===== config.mk =====
export PLATFORM = sky130hd
export DESIGN_NAME = pool_window_feeder_flat
export DESIGN_NICKNAME = d
export VERILOG_FILES = /design/src/rtl/cnn_pkg.sv /design/src/rtl/pool_window_feeder_if.sv /design/src/rtl/pool_line_buffer.sv /design/src/rtl/pool_window_feeder.sv /design/src/flat_wrapper.sv
export SDC_FILE = /design/constraint.sdc
export NUM_CORES = 1
export LEC_CHECK = 0
export BUFFER_PORTS_ARGS = -buffer_cell sky130_fd_sc_hd__buf_2
export CORE_MARGIN = 2
export CORE_UTILIZATION = 55
export DETAILED_ROUTE_END_ITERATION = 10
export PLACE_DENSITY_LB_ADDON = 0.12
export SETUP_SLACK_MARGIN = 0.4
export SLEW_MARGIN = 20
export SYNTH_ARGS = -nofsm -noshare
export SYNTH_HDL_FRONTEND = slang
export SYNTH_HIERARCHICAL = 1
export SYNTH_SLANG_ARGS = --single-unit
export TNS_END_PERCENT = 5

===== constraint.sdc =====
create_clock -name clk -period 2.5 [get_ports clk]
set_input_delay 0.125 -clock clk [delete_from_list [all_inputs] [get_ports clk]]
set_output_delay 0.125 -clock clk [all_outputs]
set_load 0.02 [all_outputs]

===== src/rtl/cnn_pkg.sv =====
// Shared CNN datapath types, frame-size constants and index-width helper.
package cnn_pkg;

    typedef logic [15:0] fp16_t;

    localparam int CONV_OUT_W = 24;
    localparam int CONV_OUT_H = 24;

    // Width of a 0..n-1 index, never narrower than one bit.
    function automatic int idx_w(input int n);
        return (n > 1) ? $clog2(n) : 1;
    endfunction

endpackage


===== src/rtl/pool_window_feeder_if.sv =====
// Pixel-in / pooling-pair-out bundle between the conv stream, the feeder and the pooling stage.
interface pool_window_feeder_if #(
    parameter int IMG_W = cnn_pkg::CONV_OUT_W,
    parameter int IMG_H = cnn_pkg::CONV_OUT_H
);
    import cnn_pkg::*;

    localparam int ROW_W = idx_w(IMG_H / 2);
    localparam int COL_W = idx_w(IMG_W / 2);

    fp16_t             in_data;
    logic              in_valid;
    logic              in_ready;
    fp16_t             pool_a;
    fp16_t             pool_b;
    logic              pool_store;
    logic              pool_valid;
    logic [ROW_W-1:0]  pool_row;
    logic [COL_W-1:0]  pool_col;
    logic              pool_last;

    modport master (
        output in_data, in_valid,
        input  in_ready, pool_a, pool_b, pool_store, pool_valid, pool_row, pool_col, pool_last
    );

    modport slave (
        input  in_data, in_valid,
        output in_ready, pool_a, pool_b, pool_store, pool_valid, pool_row, pool_col, pool_last
    );

endinterface


===== src/rtl/pool_line_buffer.sv =====
// One-row fp16 store: single write port, combinational read of an aligned pair (2c, 2c+1).
module pool_line_buffer
    import cnn_pkg::*;
#(
    parameter int IMG_W = CONV_OUT_W
) (
    input  logic                       clk,
    input  logic                       wr_en,
    input  logic [idx_w(IMG_W)-1:0]    wr_addr,
    input  fp16_t                      wr_data,
    input  logic [idx_w(IMG_W/2)-1:0]  rd_pair,
    output fp16_t                      rd_lo,
    output fp16_t                      rd_hi
);

    fp16_t mem_q [IMG_W];

    // Contents are fully rewritten every even row, so no reset is needed.
    always_ff @(posedge clk) begin
        if (wr_en) begin
            mem_q[wr_addr] <= wr_data;
        end
    end

    assign rd_lo = mem_q[{rd_pair, 1'b0}];
    assign rd_hi = mem_q[{rd_pair, 1'b1}];

endmodule


===== src/rtl/pool_window_feeder.sv =====
// Turns a row-major fp16 stream into top-pair/bottom-pair sequences for a 2x2 max-pool stage,
// with window valid/index/last flags delayed to line up with the pool stage's registered result.
module pool_window_feeder
    import cnn_pkg::*;
#(
    parameter int IMG_W = CONV_OUT_W,
    parameter int IMG_H = CONV_OUT_H
) (
    input  logic                 clk,
    input  logic                 rst,
    pool_window_feeder_if.slave  bus
);

    localparam int COLC_W = idx_w(IMG_W);
    localparam int ROWC_W = idx_w(IMG_H);
    localparam int PCOL_W = idx_w(IMG_W / 2);
    localparam int PROW_W = idx_w(IMG_H / 2);
    localparam logic [COLC_W-1:0] COL_LAST = COLC_W'(IMG_W - 1);
    localparam logic [ROWC_W-1:0] ROW_LAST = ROWC_W'(IMG_H - 1);

    logic              in_ready;
    logic              accept;
    logic              lb_we;
    logic [PCOL_W-1:0] pair_idx;
    fp16_t             lb_lo, lb_hi;

    logic [COLC_W-1:0] col_q, col_d;
    logic [ROWC_W-1:0] row_q, row_d;
    fp16_t             hold_px_q, hold_px_d;
    fp16_t             pool_a_q, pool_a_d;
    fp16_t             pool_b_q, pool_b_d;
    logic              pool_store_q, pool_store_d;

    logic              vld_p0_q, vld_p0_d, last_p0_q, last_p0_d;
    logic [PROW_W-1:0] row_p0_q, row_p0_d;
    logic [PCOL_W-1:0] col_p0_q, col_p0_d;
    logic              vld_p1_q, vld_p1_d, last_p1_q, last_p1_d;
    logic [PROW_W-1:0] row_p1_q, row_p1_d;
    logic [PCOL_W-1:0] col_p1_q, col_p1_d;
    logic              pool_valid_q, pool_valid_d, pool_last_q, pool_last_d;
    logic [PROW_W-1:0] pool_row_q, pool_row_d;
    logic [PCOL_W-1:0] pool_col_q, pool_col_d;

    assign in_ready = ~rst;
    assign accept   = bus.in_valid && in_ready;
    assign lb_we    = accept && !row_q[0];
    assign pair_idx = PCOL_W'(col_q >> 1);

    pool_line_buffer #(.IMG_W(IMG_W)) u_line_buf (
        .clk     (clk),
        .wr_en   (lb_we),
        .wr_addr (col_q),
        .wr_data (bus.in_data),
        .rd_pair (pair_idx),
        .rd_lo   (lb_lo),
        .rd_hi   (lb_hi)
    );

    always_comb begin
        col_d        = col_q;
        row_d        = row_q;
        hold_px_d    = hold_px_q;
        pool_a_d     = pool_a_q;
        pool_b_d     = pool_b_q;
        pool_store_d = 1'b0;
        vld_p0_d     = 1'b0;
        last_p0_d    = 1'b0;
        row_p0_d     = row_p0_q;
        col_p0_d     = col_p0_q;

        if (accept) begin
            if (col_q == COL_LAST) begin
                col_d = '0;
                row_d = (row_q == ROW_LAST) ? '0 : row_q + 1'b1;
            end else begin
                col_d = col_q + 1'b1;
            end

            if (row_q[0]) begin
                if (!col_q[0]) begin
                    // Park the bottom-left pixel until its right neighbour arrives.
                    hold_px_d    = bus.in_data;
                    pool_a_d     = lb_lo;
                    pool_b_d     = lb_hi;
                    pool_store_d = 1'b1;
                end else begin
                    pool_a_d  = hold_px_q;
                    pool_b_d  = bus.in_data;
                    vld_p0_d  = 1'b1;
                    last_p0_d = (row_q == ROW_LAST) && (col_q == COL_LAST);
                    row_p0_d  = PROW_W'(row_q >> 1);
                    col_p0_d  = pair_idx;
                end
            end
        end

        vld_p1_d     = vld_p0_q;
        last_p1_d    = last_p0_q;
        row_p1_d     = row_p0_q;
        col_p1_d     = col_p0_q;
        pool_valid_d = vld_p1_q;
        pool_last_d  = last_p1_q;
        pool_row_d   = row_p1_q;
        pool_col_d   = col_p1_q;
    end

    // Stage p0: counters, pair outputs and window tag capture
    always_ff @(posedge clk or posedge rst) begin
        if (rst) begin
            col_q        <= '0;
            row_q        <= '0;
            pool_a_q     <= '0;
            pool_b_q     <= '0;
            pool_store_q <= 1'b0;
            vld_p0_q     <= 1'b0;
            last_p0_q    <= 1'b0;
            row_p0_q     <= '0;
            col_p0_q     <= '0;
        end else begin
            col_q        <= col_d;
            row_q        <= row_d;
            pool_a_q     <= pool_a_d;
            pool_b_q     <= pool_b_d;
            pool_store_q <= pool_store_d;
            vld_p0_q     <= vld_p0_d;
            last_p0_q    <= last_p0_d;
            row_p0_q     <= row_p0_d;
            col_p0_q     <= col_p0_d;
        end
    end

    always_ff @(posedge clk) begin
        hold_px_q <= hold_px_d;
    end

    // Stages p1 and output: tag delay matching the pooling stage latency
    always_ff @(posedge clk or posedge rst) begin
        if (rst) begin
            vld_p1_q     <= 1'b0;
            last_p1_q    <= 1'b0;
            row_p1_q     <= '0;
            col_p1_q     <= '0;
            pool_valid_q <= 1'b0;
            pool_last_q  <= 1'b0;
            pool_row_q   <= '0;
            pool_col_q   <= '0;
        end else begin
            vld_p1_q     <= vld_p1_d;
            last_p1_q    <= last_p1_d;
            row_p1_q     <= row_p1_d;
            col_p1_q     <= col_p1_d;
            pool_valid_q <= pool_valid_d;
            pool_last_q  <= pool_last_d;
            pool_row_q   <= pool_row_d;
            pool_col_q   <= pool_col_d;
        end
    end

    assign bus.in_ready   = in_ready;
    assign bus.pool_a     = pool_a_q;
    assign bus.pool_b     = pool_b_q;
    assign bus.pool_store = pool_store_q;
    assign bus.pool_valid = pool_valid_q;
    assign bus.pool_row   = pool_row_q;
    assign bus.pool_col   = pool_col_q;
    assign bus.pool_last  = pool_last_q;

endmodule


===== src/flat_wrapper.sv =====
// flat-port wrapper written by rule: the top's interface ports become plain ports
module pool_window_feeder_flat import cnn_pkg::*;
#(
    parameter int IMG_W = CONV_OUT_W,
    parameter int IMG_H = CONV_OUT_H
)
  (clk, rst, bus_in_data, bus_in_valid, bus_in_ready, bus_pool_a, bus_pool_b, bus_pool_store, bus_pool_valid, bus_pool_row, bus_pool_col, bus_pool_last);
  pool_window_feeder_if #(.IMG_W(IMG_W), .IMG_H(IMG_H)) bus_i ();
  input  logic clk;
  input  logic rst;
  input wire logic [$bits(bus_i.in_data)-1:0] bus_in_data;
  input wire logic [$bits(bus_i.in_valid)-1:0] bus_in_valid;
  output wire logic [$bits(bus_i.in_ready)-1:0] bus_in_ready;
  output wire logic [$bits(bus_i.pool_a)-1:0] bus_pool_a;
  output wire logic [$bits(bus_i.pool_b)-1:0] bus_pool_b;
  output wire logic [$bits(bus_i.pool_store)-1:0] bus_pool_store;
  output wire logic [$bits(bus_i.pool_valid)-1:0] bus_pool_valid;
  output wire logic [$bits(bus_i.pool_row)-1:0] bus_pool_row;
  output wire logic [$bits(bus_i.pool_col)-1:0] bus_pool_col;
  output wire logic [$bits(bus_i.pool_last)-1:0] bus_pool_last;
  assign bus_i.in_data = bus_in_data;
  assign bus_i.in_valid = bus_in_valid;
  assign bus_in_ready = bus_i.in_ready;
  assign bus_pool_a = bus_i.pool_a;
  assign bus_pool_b = bus_i.pool_b;
  assign bus_pool_store = bus_i.pool_store;
  assign bus_pool_valid = bus_i.pool_valid;
  assign bus_pool_row = bus_i.pool_row;
  assign bus_pool_col = bus_i.pool_col;
  assign bus_pool_last = bus_i.pool_last;
  pool_window_feeder #(.IMG_W(IMG_W), .IMG_H(IMG_H)) u_core (.clk(clk), .rst(rst), .bus(bus_i));
endmodule

Word-level counts from Yosys, hierarchy flattened
Memories as Yosys holds them, arrays and structs flattened.
Index checks and enable logic that the tools add are counted.
{"block": "totals", "output_inout_bits": 44, "mem_bits_ro": 0, "mem_count": 1, "inputBits": 19, "latchBits": 0, "mem_bits_rw": 384, "ff_bits": 89}
{"block": "op_classes", "n_div": 0, "addsub": 2, "reduce_logical": 8, "eq_ne": 2, "n_shift": 0, "bitwise_logic": 2, "mux": 15, "order_cmp": 0, "multipliers": 0}
{"name": "u_core.u_line_buf.mem_q", "words": 24, "width": 16, "rd": 2, "rd_clocked_by_memory_dff": 0, "wr": 1, "line_no": "pool_line_buffer.sv:16", "text": "fp16_t mem_q [IMG_W];"}
{"cell": "$mux W16", "n": 2}
{"cell": "$mux W1", "n": 11}
{"cell": "$add A5 B1 Y5 const B", "n": 2}
{"cell": "$eq A5 B5 Y1 const B", "n": 2}
{"cell": "$mux W5", "n": 2}
{"cell": "$reduce_and A3 Y1", "n": 2}
{"cell": "$reduce_and A2 Y1", "n": 2}
{"cell": "$logic_and A1 B1 Y1", "n": 3}
{"cell": "$not A1 Y1", "n": 2}
{"cell": "$logic_not A1 Y1", "n": 1}

Longest topological paths before layout
Gate-level depths: netlist of the first run.
{"block": "logic_depth", "ltp_word": 5, "ltp_mapped": 8, "ltp_nobuf": 5}

Hierarchy
Netlist of the first run, hierarchy kept.
{"mod": "pool_line_buffer", "cells_each": 650, "instances": 1, "area_per_inst_um2": 14612.8}
{"mod": "pool_window_feeder", "cells_each": 222, "instances": 1, "area_per_inst_um2": 3359.5}

Least setup slack after synthesis of the first run
OpenSTA, ideal clock, no wires.
{"block": "synth_path", "path_kind": "register to register", "start": "register u_core.row_q[0]", "end": "memory u_core/u_line_buf/mem_q[12][0] in the netlist's numbering, enable pin", "path_slack_ps": 263, "setup_time_ps": 388, "t_arrival_ps": 1848, "path_stages_with_launch": 5, "synth_period_minus_slack_ps": 2237, "cell_sequence": "dfrtp_1 nor2_1 or3b_1 clkbuf_1 nor2_1"}
{"block": "synth_via", "elab_chain_cells": 4}
{"item": "from (decl)", "line_no": "pool_window_feeder.sv:28", "text": "logic [ROWC_W-1:0] row_q, row_d;"}
{"item": "from (signal assigned)", "line_no": "pool_window_feeder.sv:121", "text": "row_q <= row_d;"}
{"item": "$logic_not A1 Y1", "line_no": "pool_window_feeder.sv:46", "text": "assign lb_we = accept && !row_q[0];"}
{"item": "$logic_and A1 B1 Y1", "line_no": "pool_window_feeder.sv:46"}
{"item": "named net u_core.lb_we", "line_no": "pool_window_feeder.sv:23", "text": "logic lb_we;"}
{"item": "$mux W1", "line_no": "pool_line_buffer.sv:20", "text": "if (wr_en) begin"}
{"item": "$mux W1 (not written as such)", "line_no": "pool_line_buffer.sv:21", "text": "mem_q[wr_addr] <= wr_data;"}
{"item": "to (decl)", "line_no": "pool_line_buffer.sv:16"}
The timed path passes the listed nets, and every way through them passes these cells.

Final worst setup path of the first run
{"block": "layout_path", "start": "register u_core.col_q[1]", "end": "register u_core.pool_a_q[9], in the netlist u_core/bus.pool_a[9]"}
{"block": "layout_via", "elab_chain_cells": 2}
{"item": "from (decl)", "line_no": "pool_window_feeder.sv:27", "text": "logic [COLC_W-1:0] col_q, col_d;"}
{"item": "from (signal assigned)", "line_no": "pool_window_feeder.sv:120", "text": "col_q <= col_d;"}
{"item": "$mem_v2 Z24 W16"}
{"item": "named net u_core.lb_lo[9]", "line_no": "pool_window_feeder.sv:25", "text": "fp16_t lb_lo, lb_hi;"}
{"item": "$mux W16", "line_no": "pool_window_feeder.sv:80", "text": "if (!col_q[0]) begin"}
{"item": "to (signal assigned)", "line_no": "pool_window_feeder.sv:122", "text": "pool_a_q <= pool_a_d;"}
{"item": "to (decl)", "line_no": "pool_window_feeder.sv:30", "text": "fp16_t pool_a_q, pool_a_d;"}
The timed path passes the listed nets, and every way through them passes these cells.
A chain may end at the register's enable or synchronous reset.

==> results.md, run 1 <==
- DRC: 0
- WL final: 39500 um
- Clock latency on the worst-skew pair: 0.55 ns
- Max clock buf depth: 3
- Via density: 6.19
- Power density cells: ~1100 nW/um^2
- Syn_nets: roughly 890
- TritonCTS Buffers: 47
- CTS H-tree lvls: 2
- Worst min path class: in2reg
- GRT Overall Usage: 0.235
- Die Y: between 150 and 200 um
- CP cell instances: buf_12, buf_12, buf_4, mux4_2, a22oi_1, o221ai_1, nor3b_1, a221o_1
- Metal-1 WL: approximately 17000 um
- Final Wtd Congestion: between 0.7 and 0.8
- Mapped Avg Cell Area: 20.6 um^2
- Relative slew margins: 0.505
- Worst-margin pin slew: 0.741 ns
- Setup_tns: 0 ns
- Global-route wire length before repair: around 60000 um
- Status: finished clean
- Routed length on met3: 3620 um
- Crit start category: flop
- Vias in the first global route: 9230
- CP Class: reg2reg
- Initial antenna violation count: 0
- Final antenna-violating net count: 0
- Fmax: 0.429 GHz
- Period minus WS final: approximately 2.3 ns
- CTS tree: yes
- RSZ-0062 raised after global routing: true
- Drt pass-1 iters: 5
- Cell Rows: 66
- Layout area overhead: 17.5%
- Critical Path AT: between 2 and 3 ns
- Asr flop ratio synth: 0.154
- Post-synth EDFFs: 400
- CP endpoint kind: flop
- Share of cells above drive strength 1: 0.297
- Crit-path leading delay family: compound AO/OA/AOI/OAI gates
- Crit share post-route: 0.932
- CTS clk-pin slew, worst paths: ~0.06 ns
- Yosys warns: 6
- Fin. max-slew vios: 0
- Final setup viols: 0
- Max-capacitance violation count: 0
- Final Hold Violating Endpoints: 0
- Util after Layout: 0.652
- Seq/Total Area, Yosys: 0.770
- Wire per inst: 26.5 um
- Peak VDD IR: 0.645 mV
- Peak per-stage delay on the critical path: 0.51 ns
- Worst clock skew: 0.0189 ns
- Grt total ovfl: 0
- Most used cell, CP: buf_12
- #FFs+latches synth: 473
- CP max stage cell: dfrtp_4
- Critical Path RT: between 2 and 3 ns
- IO buf count: 62
- Initial Util: 0.555
- Netlist Area Pre-Place: around 18000 um^2
- Clock Sinks: 473
- DR iter-0 viols: between 900 and 1000
- Vias: about 9200
- Top FF cell, synth: edfxtp_1
- Largest net degree at the start of global routing: 67
- Top-Level Pins: 63
- DP Wirelength: ~23000 um
- CP max FO: 10
- Uppermost layer routed: met4
- Post-Synthesis Cells: 872
- NumNets Final: 1030
- Area of the die: 34100 um^2
- Bufs and invs on worst path: 3
- Die width: 185 um
- Routed wl met2: 18200 um
- Root Buffer: clkbuf_16
- Pleak: 7.22 nW
- Synth unique cells: 38
- Core footprint: 32400 um^2
==> kinds of logic (layout without fill, tap and decap cells) <==
group | Yosys count | count (layout) | share of synthesized area
buffers and inverters | 55 | 228 | 0.0208
other | 0 | 2 | 0
adders and majority gates | 2 | 2 | 0.00139
xor gates and xnor gates | 2 | 2 | 0.000975
and+or+nand+nor | 100 | 100 | 0.0326
DFF | 473 | 473 | 0.770
AOI/OAI and AO/OA | 99 | 99 | 0.0503
muxes | 141 | 141 | 0.124
==> what timing repair did <==
item | CTS | global route
setup buffers | 7 | 5
setup endpoints to repair | 32 | 130
gates resized for setup | 16 | 4
hold buffers | 1 | 0
endpoints found under the hold margin | 33 | 0
pin swaps | 5 | 1
cloned | 3 | 0
==> layout make-up <==
cell class | count | area, um^2
multi-input combinational | 344 | 3850
tap | 442 | 553
timing repair buffer | 138 | 1380
sequential | 473 | 13800
inverter | 5 | 22.5
clock buffer | 74 | 1400
antenna | 2 | 5.00
clock inverter | 11 | 63.8
fill | 2122 | 11300
==> path summary, 6_finish.rpt <==
kind                                             start                               end  slack, ns  cells past startpoint
min                                       bus_in_valid       u_core/col_q[0]$_DFFE_PP0N_       0.08                      5
max                        u_core/col_q[1]$_DFFE_PP0N_  u_core/bus.pool_a[9]$_DFFE_PP0P_       0.17                      8
min in group asynchronous                          rst  u_core/bus.pool_row[0]$_DFF_PP0_       0.25                      3
max in group asynchronous                          rst  u_core/bus.pool_a[4]$_DFFE_PP0P_       1.62                      4
min reg2reg                  u_core/vld_p0_q$_DFF_PP0_     u_core/pool_valid_d$_DFF_PP0_       0.35                      0
max reg2reg                u_core/col_q[1]$_DFFE_PP0N_  u_core/bus.pool_a[9]$_DFFE_PP0P_       0.17                      8
==> worst reg2reg max path, cell delays in order, from the launching register on <==
cell      delay [ns]
dfrtp_4         0.51
buf_12          0.15
buf_12          0.15
buf_4           0.15
mux4_2          0.42
a22oi_1         0.25
o221ai_1        0.15
nor3b_1         0.16
a221o_1         0.27
==> cells in the final DEF, fill, tap and decap left out, types with 3 or more instances in the layout <==
cell and count:
edfxtp_1 400, dfrtp_1 71, mux2i_1 65, mux4_2 64, buf_2 62, clkbuf_16 48, buf_4 37, buf_12 33
a221o_1 32, nor2_1 30, nor3b_1 29, o221ai_1 26, a22oi_1 18, clkbuf_1 16, a22oi_2 14, mux2_2 12
clkbuf_8 10, nand2_1 10, nand3b_1 6, o221ai_2 6, clkinv_1 5, buf_16 4, nor3_1 4, inv_6 3
clkinv_2 3, inv_1 3, nor3b_2 3, nand3_1 3
==> metrics by stage <==
step | instance area (um^2) | power, W | setup WS, ns | hold slack, ns | cells
final | 21100 | 0.0223 | 0.170 | 0.0782 | 1489
after global placement | 19300 | 0.0152 | 0.0793 | 0.277 | 1386
after floorplan | 18000 | 0.0133 | 0.263 | 0.224 | 872
after CTS | 21000 | 0.0222 | 0.181 | 0.0427 | 1482
after global routing | 21100 | 0.0231 | 0.0927 | 0.0815 | 1487
after detailed placement | 19300 | 0.0153 | 0.0543 | 0.297 | 1386
==> registers in the layout, indices dropped and copies added, names as in the netlist, 4 cells and up <==
signal,count
u_core/col_p1_q,4
u_core/bus.pool_a,16
u_core/col_p0_q,4
u_core/u_line_buf/mem_q,384
u_core/bus.pool_b,16
u_core/row_p0_q,4
u_core/col_q,5
u_core/bus.pool_col,4
u_core/bus.pool_row,4
u_core/pool_row_d,4
u_core/row_q,5
u_core/hold_px_q,16
==> routing by layer <==
metal,track usage,vias up
met4,0.0463,0
met5,0,-
li1,-,3904
met1,0.354,4882
met2,0.360,389
met3,0.0533,45
==> synthesized netlist by cell type (10+ instances only) <==
library cell	instances	share of area
nand2_1	10	0.0021
mux4_2	64	0.080
edfxtp_1	400	0.67
o221ai_1	28	0.014
clkbuf_1	21	0.0044
buf_6	16	0.010
dfrtp_1	73	0.10
mux2_2	12	0.0075
nor2_1	31	0.0065
a221o_1	32	0.018
mux2i_1	65	0.036
a22oi_1	28	0.012
nor3b_1	32	0.013
==> power breakdown <==
| part | switching [W] | internal, W | leakage [nW] |
|---|---|---|---|
| sequential | 0.000322 | 0.00902 | 4.53 |
| combinational | 0.00338 | 0.00294 | 1.98 |
| clock | 0.00278 | 0.00383 | 0.716 |
| total | 0.00648 | 0.0158 | 7.22 |
Power figures use the tool's default switching activity.
==> run 2, diff against run 1 <==
- RECOVER_POWER: unset -> 100
==> results.md, run 2 (synthesis results as in run 1) <==
- Status: finished with violations (was finished clean)
- Violated checks: capacitance limit, slew limit
- Relative slew margins: -0.0548 (was 0.505)
- Global-route wire length before repair: 58500 um (unchanged)
- WL final: 39500 um (about the same)
- Pint: 0.0157 W (was 0.0158 W)
- Worst-margin pin slew: 1.58 ns (was 0.741 ns)
- Pleak: 6.93 nW (was 7.22 nW)
- Largest register FFs: 384 (unchanged)
- CP endpoint kind: flop (unchanged)
- Switch share: 0.292 (was 0.291)
- Clock power share: 0.299 (was 0.297)
- Largest Register: u_core/u_line_buf/mem_q (unchanged)
- Final Wtd Congestion: 0.748 (unchanged)
- Bufs and invs on worst path: 3 (unchanged)
- IO buf count: 62 (unchanged)
- Max clock buf depth: 3 (unchanged)
- Peak VDD IR: 0.601 mV (was 0.645 mV)
- Fin. max-slew vios: 108 (was 0)
- Clock latency on the worst-skew pair: 0.55 ns (about the same)
- Commonest non-fill, non-tap cell in the layout: edfxtp_1 (unchanged)
- Critical Path RT: 2.93 ns (about the same)
- TritonCTS Buffers: 47 (unchanged)
- Fmax: 0.419 GHz (was 0.429 GHz)
- DP Wirelength: 22500 um (unchanged)
- CP cell instances: buf_12, buf_12, buf_16, mux4_2, a22oi_2, o221ai_1, nor3b_2, a221o_1 (was buf_12, buf_12, buf_4, mux4_2, a22oi_1, o221ai_1, nor3b_1, a221o_1)
- Grt total ovfl: 0 (unchanged)
- Vias in the first global route: 9230 (unchanged)
- CP Class: reg2reg (unchanged)
- Ant. Diodes: 0 (was 2)
- DR iter-0 viols: 973 (was 998)
- Final setup viols: 0 (unchanged)
- Drt pass-1 iters: 5 (unchanged)
- Core footprint: 32400 um^2 (unchanged)
- Area of the die: 34100 um^2 (unchanged)
- Max-capacitance violation count: 5 (was 0)
- Share of cells above drive strength 1: 0.231 (was 0.297)
- Sequential power share: 0.423 (was 0.419)
- Worst min path class: in2reg (unchanged)
- Period minus WS final: 2.39 ns (was 2.33 ns)
- Crit path from: u_core/col_q[1]$_DFFE_PP0N_ (unchanged)
- P_sw: 0.00645 W (was 0.00648 W)
- Top-Level Pins: 63 (unchanged)
- Comb pwr share: 0.278 (was 0.284)
- CTS tree: yes (unchanged)
- Power density cells: 1070 nW/um^2 (was 1050 nW/um^2)
- Critical Path AT: 2.82 ns (was 2.76 ns)
- Crit start category: flop (unchanged)
- CP max stage cell: dfrtp_4 (unchanged)
- CTS H-tree lvls: 2 (unchanged)
- Final Hold Violating Endpoints: 0 (unchanged)
- Most frequent cells in the layout: 400 x edfxtp_1, 79 x clkbuf_1, 71 x dfrtp_1, 65 x mux2i_1, 64 x mux4_2 (was 400 x edfxtp_1, 71 x dfrtp_1, 65 x mux2i_1, 64 x mux4_2, 62 x buf_2)
- Hold Crit Start: bus_in_valid (unchanged)
- Final antenna-violating net count: 0 (unchanged)
- Clock Sinks: 473 (unchanged)
- Worst clock skew: 0.0170 ns (was 0.0189 ns)
- CP max FO: 4 (was 10)
- CTS clk-pin slew, worst paths: 0.06 ns (about the same)
- Cell Rows: 66 (unchanged)
- Die Y: 185 um (unchanged)
- Vias: 9187 (was 9220)
- Initial Util: 0.555 (unchanged)
- Peak per-stage delay on the critical path: 0.51 ns (about the same)
- Die width: 185 um (unchanged)
- Crit share post-route: 0.955 (was 0.932)
- GRT Overall Usage: 0.235 (unchanged)
- Largest net degree at the start of global routing: 67 (unchanged)
- Wire per inst: 26.6 um (was 26.5 um)
- Setup_tns: 0 ns (unchanged)
- Via density: 6.18 (was 6.19)
- Worst Hold Slack: 0.0687 ns (was 0.0782 ns)
- RSZ-0062 raised after global routing: true (unchanged)
- Most used cell, CP: buf_12 (unchanged)
- Worst r2r src: u_core/col_q[1]$_DFFE_PP0N_ (unchanged)
- DRC: 0 (unchanged)
- NumNets Final: 1030 (unchanged)
- Crit-path leading delay family: compound AO/OA/AOI/OAI gates (unchanged)
- Layout area overhead: 14.7% (was 17.5%)
- Initial antenna violation count: 0 (unchanged)
- Root Buffer: clkbuf_16 (unchanged)
==> run 2: cell types whose count changed in the layout (fill, tap and decap cells not counted), sizes merged <==
cell,previous run,this run
diode,2,0
dlymetal6s4s,0,1
buf,137,45
clkbuf,74,165
==> run 2: worst paths after layout <==
check	cells past startpoint	slack [ns]	to
max in group asynchronous	4	0.44	u_core/bus.pool_last$_DFF_PP0_
setup / recovery	8	0.11	u_core/bus.pool_a[15]$_DFFE_PP0P_
hold / removal	5	0.07	u_core/col_q[0]$_DFFE_PP0N_
setup reg to reg	8	0.11	u_core/bus.pool_a[15]$_DFFE_PP0P_
min in group asynchronous	3	0.27	u_core/bus.pool_row[0]$_DFF_PP0_
hold reg to reg	0	0.35	u_core/pool_valid_d$_DFF_PP0_
==> run 2: area by class of cell <==
class / instances / area, um^2
sequential: 473 / 13800
fill: 2201 / 11800
multi-input combinational: 344 / 3810
clock buffer: 74 / 1400
timing repair buffer: 138 / 925
tap: 442 / 553
clock inverter: 11 / 63.8
inverter: 5 / 20.0
==> run 2: metal layers <==
metal	routed length, um	global-route usage	vias up	share of wire
met2	18100	0.360	408	0.46
met4	555	0.0463	0	0.014
met1	17200	0.354	4844	0.43
li1	-	-	3892	-
met3	3630	0.0533	43	0.092
met5	0	0	-	0
==> run 2: metrics by stage <==
step | util | total power, W | cells | worst slack [ns] | cell area [um^2]
2_1_floorplan | - | 0.0133 | 872 | 0.263 | 18000
3_3_place_gp | 0.597 | 0.0152 | 1386 | 0.0793 | 19300
3_5_place_dp | 0.597 | 0.0153 | 1386 | 0.0543 | 19300
4_1_cts | 0.650 | 0.0222 | 1482 | 0.181 | 21000
5_1_grt | 0.637 | 0.0229 | 1487 | 0.0479 | 20600
6_report | 0.637 | 0.0221 | 1487 | 0.112 | 20600
==> run 2: worst reg2reg max path: stages, from the launching register on <==
cell and delay (ns):
dfrtp_4 0.51, buf_12 0.15, buf_12 0.13, buf_16 0.13
mux4_2 0.43, a22oi_2 0.26, o221ai_1 0.18, nor3b_2 0.19
a221o_1 0.29
==> run 2: repair_timing <==
item,4_1_cts,5_1_grt
endpoints found under the hold margin,33,0
buffers inserted,7,5
resized for setup,16,4
setup endpoints to repair,32,130
pin swaps,5,1
cloned,3,0
hold buffers,1,0
==> run 2: power by group through the flow <==
| stage | logic (W) | clock network [W] | registers (W) |
|---|---|---|---|
| 2_1_floorplan | 0.00351 | 0 | 0.00979 |
| 3_3_place_gp | 0.00566 | 0 | 0.00949 |
| 3_5_place_dp | 0.00574 | 0 | 0.00952 |
| 4_1_cts | 0.00617 | 0.00670 | 0.00934 |
| 5_1_grt | 0.00650 | 0.00701 | 0.00939 |
| 6_report | 0.00614 | 0.00661 | 0.00935 |
==> run 3, diff against run 2 <==
- CTS_CLUSTER_DIAMETER: unset -> 40
- MAX_ROUTING_LAYER: unset -> met4
==> results.md, run 3 (synthesis results as in run 1) <==
- Root Buffer: clkbuf_16 (unchanged)
- Violated checks: capacitance limit, slew limit (unchanged)
- IO buf count: 62 (unchanged)
- Worst clock skew: 0.0119 ns (was 0.0170 ns)
- Final setup viols: 0 (unchanged)
- Vias: 9421 (was 9187)
- Worst-margin pin slew: 1.53 ns (was 1.58 ns)
- Area of the die: 34100 um^2 (unchanged)
- Fmax: 0.412 GHz (was 0.419 GHz)
- CTS tree: yes (unchanged)
- Share of cells above drive strength 1: 0.244 (was 0.231)
- CP endpoint kind: flop (unchanged)
- RSZ-0062 raised after global routing: true (unchanged)
- DP Wirelength: 22500 um (unchanged)
- TritonCTS Buffers: 55 (was 47)
- Grt total ovfl: 0 (unchanged)
- Relative slew margins: -0.0215 (was -0.0548)
- Initial antenna violation count: 0 (unchanged)
- CTS H-tree lvls: 2 (unchanged)
- Worst min path class: in2reg (unchanged)
- Status: finished with violations (unchanged)
- Global-route wire length before repair: 59000 um (was 58500 um)
- Via density: 6.25 (was 6.18)
- Largest net degree at the start of global routing: 67 (unchanged)
- Commonest non-fill, non-tap cell in the layout: edfxtp_1 (unchanged)
- Final non-filler cell total: 1507 (was 1487)
- Initial Util: 0.555 (unchanged)
- DRC: 0 (unchanged)
- Final antenna-violating net count: 0 (unchanged)
- Max-capacitance violation count: 5 (unchanged)
- Critical Path RT: 2.95 ns (was 2.93 ns)
- Drt pass-1 iters: 5 (unchanged)
- Final Hold Violating Endpoints: 0 (unchanged)
- Setup slack after layout: 0.0736 ns (was 0.112 ns)
- Peak VDD IR: 0.652 mV (was 0.601 mV)
- Core footprint: 32400 um^2 (unchanged)
- CP Class: reg2reg (unchanged)
- Setup_tns: 0 ns (unchanged)
- CTS clk-pin slew, worst paths: 0.06 ns (about the same)
- Vias in the first global route: 9266 (was 9230)
- Layout area overhead: 16.9% (was 14.7%)
- DP Cell Count: 1386 (unchanged)
- NumNets Final: 1040 (was 1030)
- Largest Register: u_core/u_line_buf/mem_q (unchanged)
- Die Y: 185 um (unchanged)
- Max clock buf depth: 3 (unchanged)
- Top-Level Pins: 63 (unchanged)
- CP max FO: 9 (was 4)
- Period minus WS final: 2.43 ns (was 2.39 ns)
- Cell Rows: 66 (unchanged)
- Fin. max-slew vios: 108 (unchanged)
- Wire per inst: 26.6 um (about the same)
- Critical Path AT: 2.87 ns (was 2.82 ns)
- DR iter-0 viols: 877 (was 973)
- Clock latency on the worst-skew pair: 0.57 ns (was 0.55 ns)
- WL final: 40100 um (was 39500 um)
- Most frequent cells in the layout: 400 x edfxtp_1, 73 x clkbuf_1, 71 x dfrtp_1, 65 x mux2i_1, 64 x mux4_2 (was 400 x edfxtp_1, 79 x clkbuf_1, 71 x dfrtp_1, 65 x mux2i_1, 64 x mux4_2)
- GRT Overall Usage: 0.245 (was 0.235)
- Final Wtd Congestion: 0.758 (was 0.748)
- Crit share post-route: 0.971 (was 0.955)
- DP Worst Slack: 0.0543 ns (unchanged)
- Power density cells: 1110 nW/um^2 (was 1070 nW/um^2)
- Power, Total: 0.0234 W (was 0.0221 W)
- Crit start category: flop (unchanged)
- Worst Hold Slack: 0.0511 ns (was 0.0687 ns)
- Pleak: 7.08 nW (was 6.93 nW)
- Clock Sinks: 473 (unchanged)
- Die width: 185 um (unchanged)
- Largest register FFs: 384 (unchanged)
==> run 3: changes by cell type in the layout (fill, tap and decap cells not counted), sizes merged <==
| cell | previous run | this run |
|---|---|---|
| diode | 0 | 1 |
| bufinv | 0 | 6 |
| buf | 45 | 43 |
| clkinv | 9 | 22 |
| clkbuf | 165 | 159 |
| inv | 7 | 6 |
| clkinvlp | 0 | 9 |
==> run 3: repair_timing <==
item / CTS / global route
pin swaps: 6 / 1
endpoints found under the hold margin: 33 / 0
hold buffers: 1 / 0
cloned: 3 / 1
setup buffers: 9 / 4
gates resized for setup: 16 / 5
endpoints found under the setup margin: 32 / 130
==> run 3: final timing paths <==
| kind | start | endpoint | slack [ns] | cells after the start |
|---|---|---|---|---|
| setup reg to reg | u_core/col_q[1]$_DFFE_PP0N_ | u_core/bus.pool_a[9]$_DFFE_PP0P_ | 0.07 | 8 |
| hold / removal | bus_in_valid | u_core/col_q[0]$_DFFE_PP0N_ | 0.05 | 5 |
| setup / recovery | u_core/col_q[1]$_DFFE_PP0N_ | u_core/bus.pool_a[9]$_DFFE_PP0P_ | 0.07 | 8 |
| max in group asynchronous | rst | u_core/bus.pool_b[15]$_DFFE_PP0P_ | 0.48 | 4 |
| min in group asynchronous | rst | u_core/row_p0_q[1]$_DFFE_PP0P_ | 0.23 | 3 |
| hold reg to reg | u_core/vld_p0_q$_DFF_PP0_ | u_core/pool_valid_d$_DFF_PP0_ | 0.35 | 0 |
==> run 3: cell type report <==
class | instances | area [um^2]
clock inverter | 38 | 385
fill | 2160 | 11400
timing repair buffer | 140 | 931
tap | 442 | 553
clock buffer | 64 | 1450
antenna | 1 | 2.50
sequential | 473 | 13800
multi-input combinational | 344 | 3810
inverter | 5 | 20.0
==> run 3: worst max-delay path: stages (launching register included) <==
cell      delay, ns
dfrtp_4        0.45
buf_12         0.13
buf_12         0.14
clkbuf_1       0.18
mux4_2         0.53
a22oi_1        0.27
o221ai_1       0.16
nor3b_1        0.16
a221o_1        0.29
==> run 3: power by group <==
part / internal [W] / switching, W
sequential: 0.00903 / 0.000326
clock: 0.00480 / 0.00308
combinational: 0.00279 / 0.00337
total: 0.0166 / 0.00678
==> run 3: metal layers <==
layer  part of all wire  GRT usage
met4              0.016     0.0521
met1               0.44      0.362
met3              0.078     0.0447
met2               0.46      0.363
met5                  0          -
==> run 3: metrics by stage <==
step                 util  cell area (um^2)
floorplan               -             18000
global placement    0.597             19300
detailed placement  0.597             19300
CTS                 0.662             21400
global route        0.649             21000
finish              0.649             21000
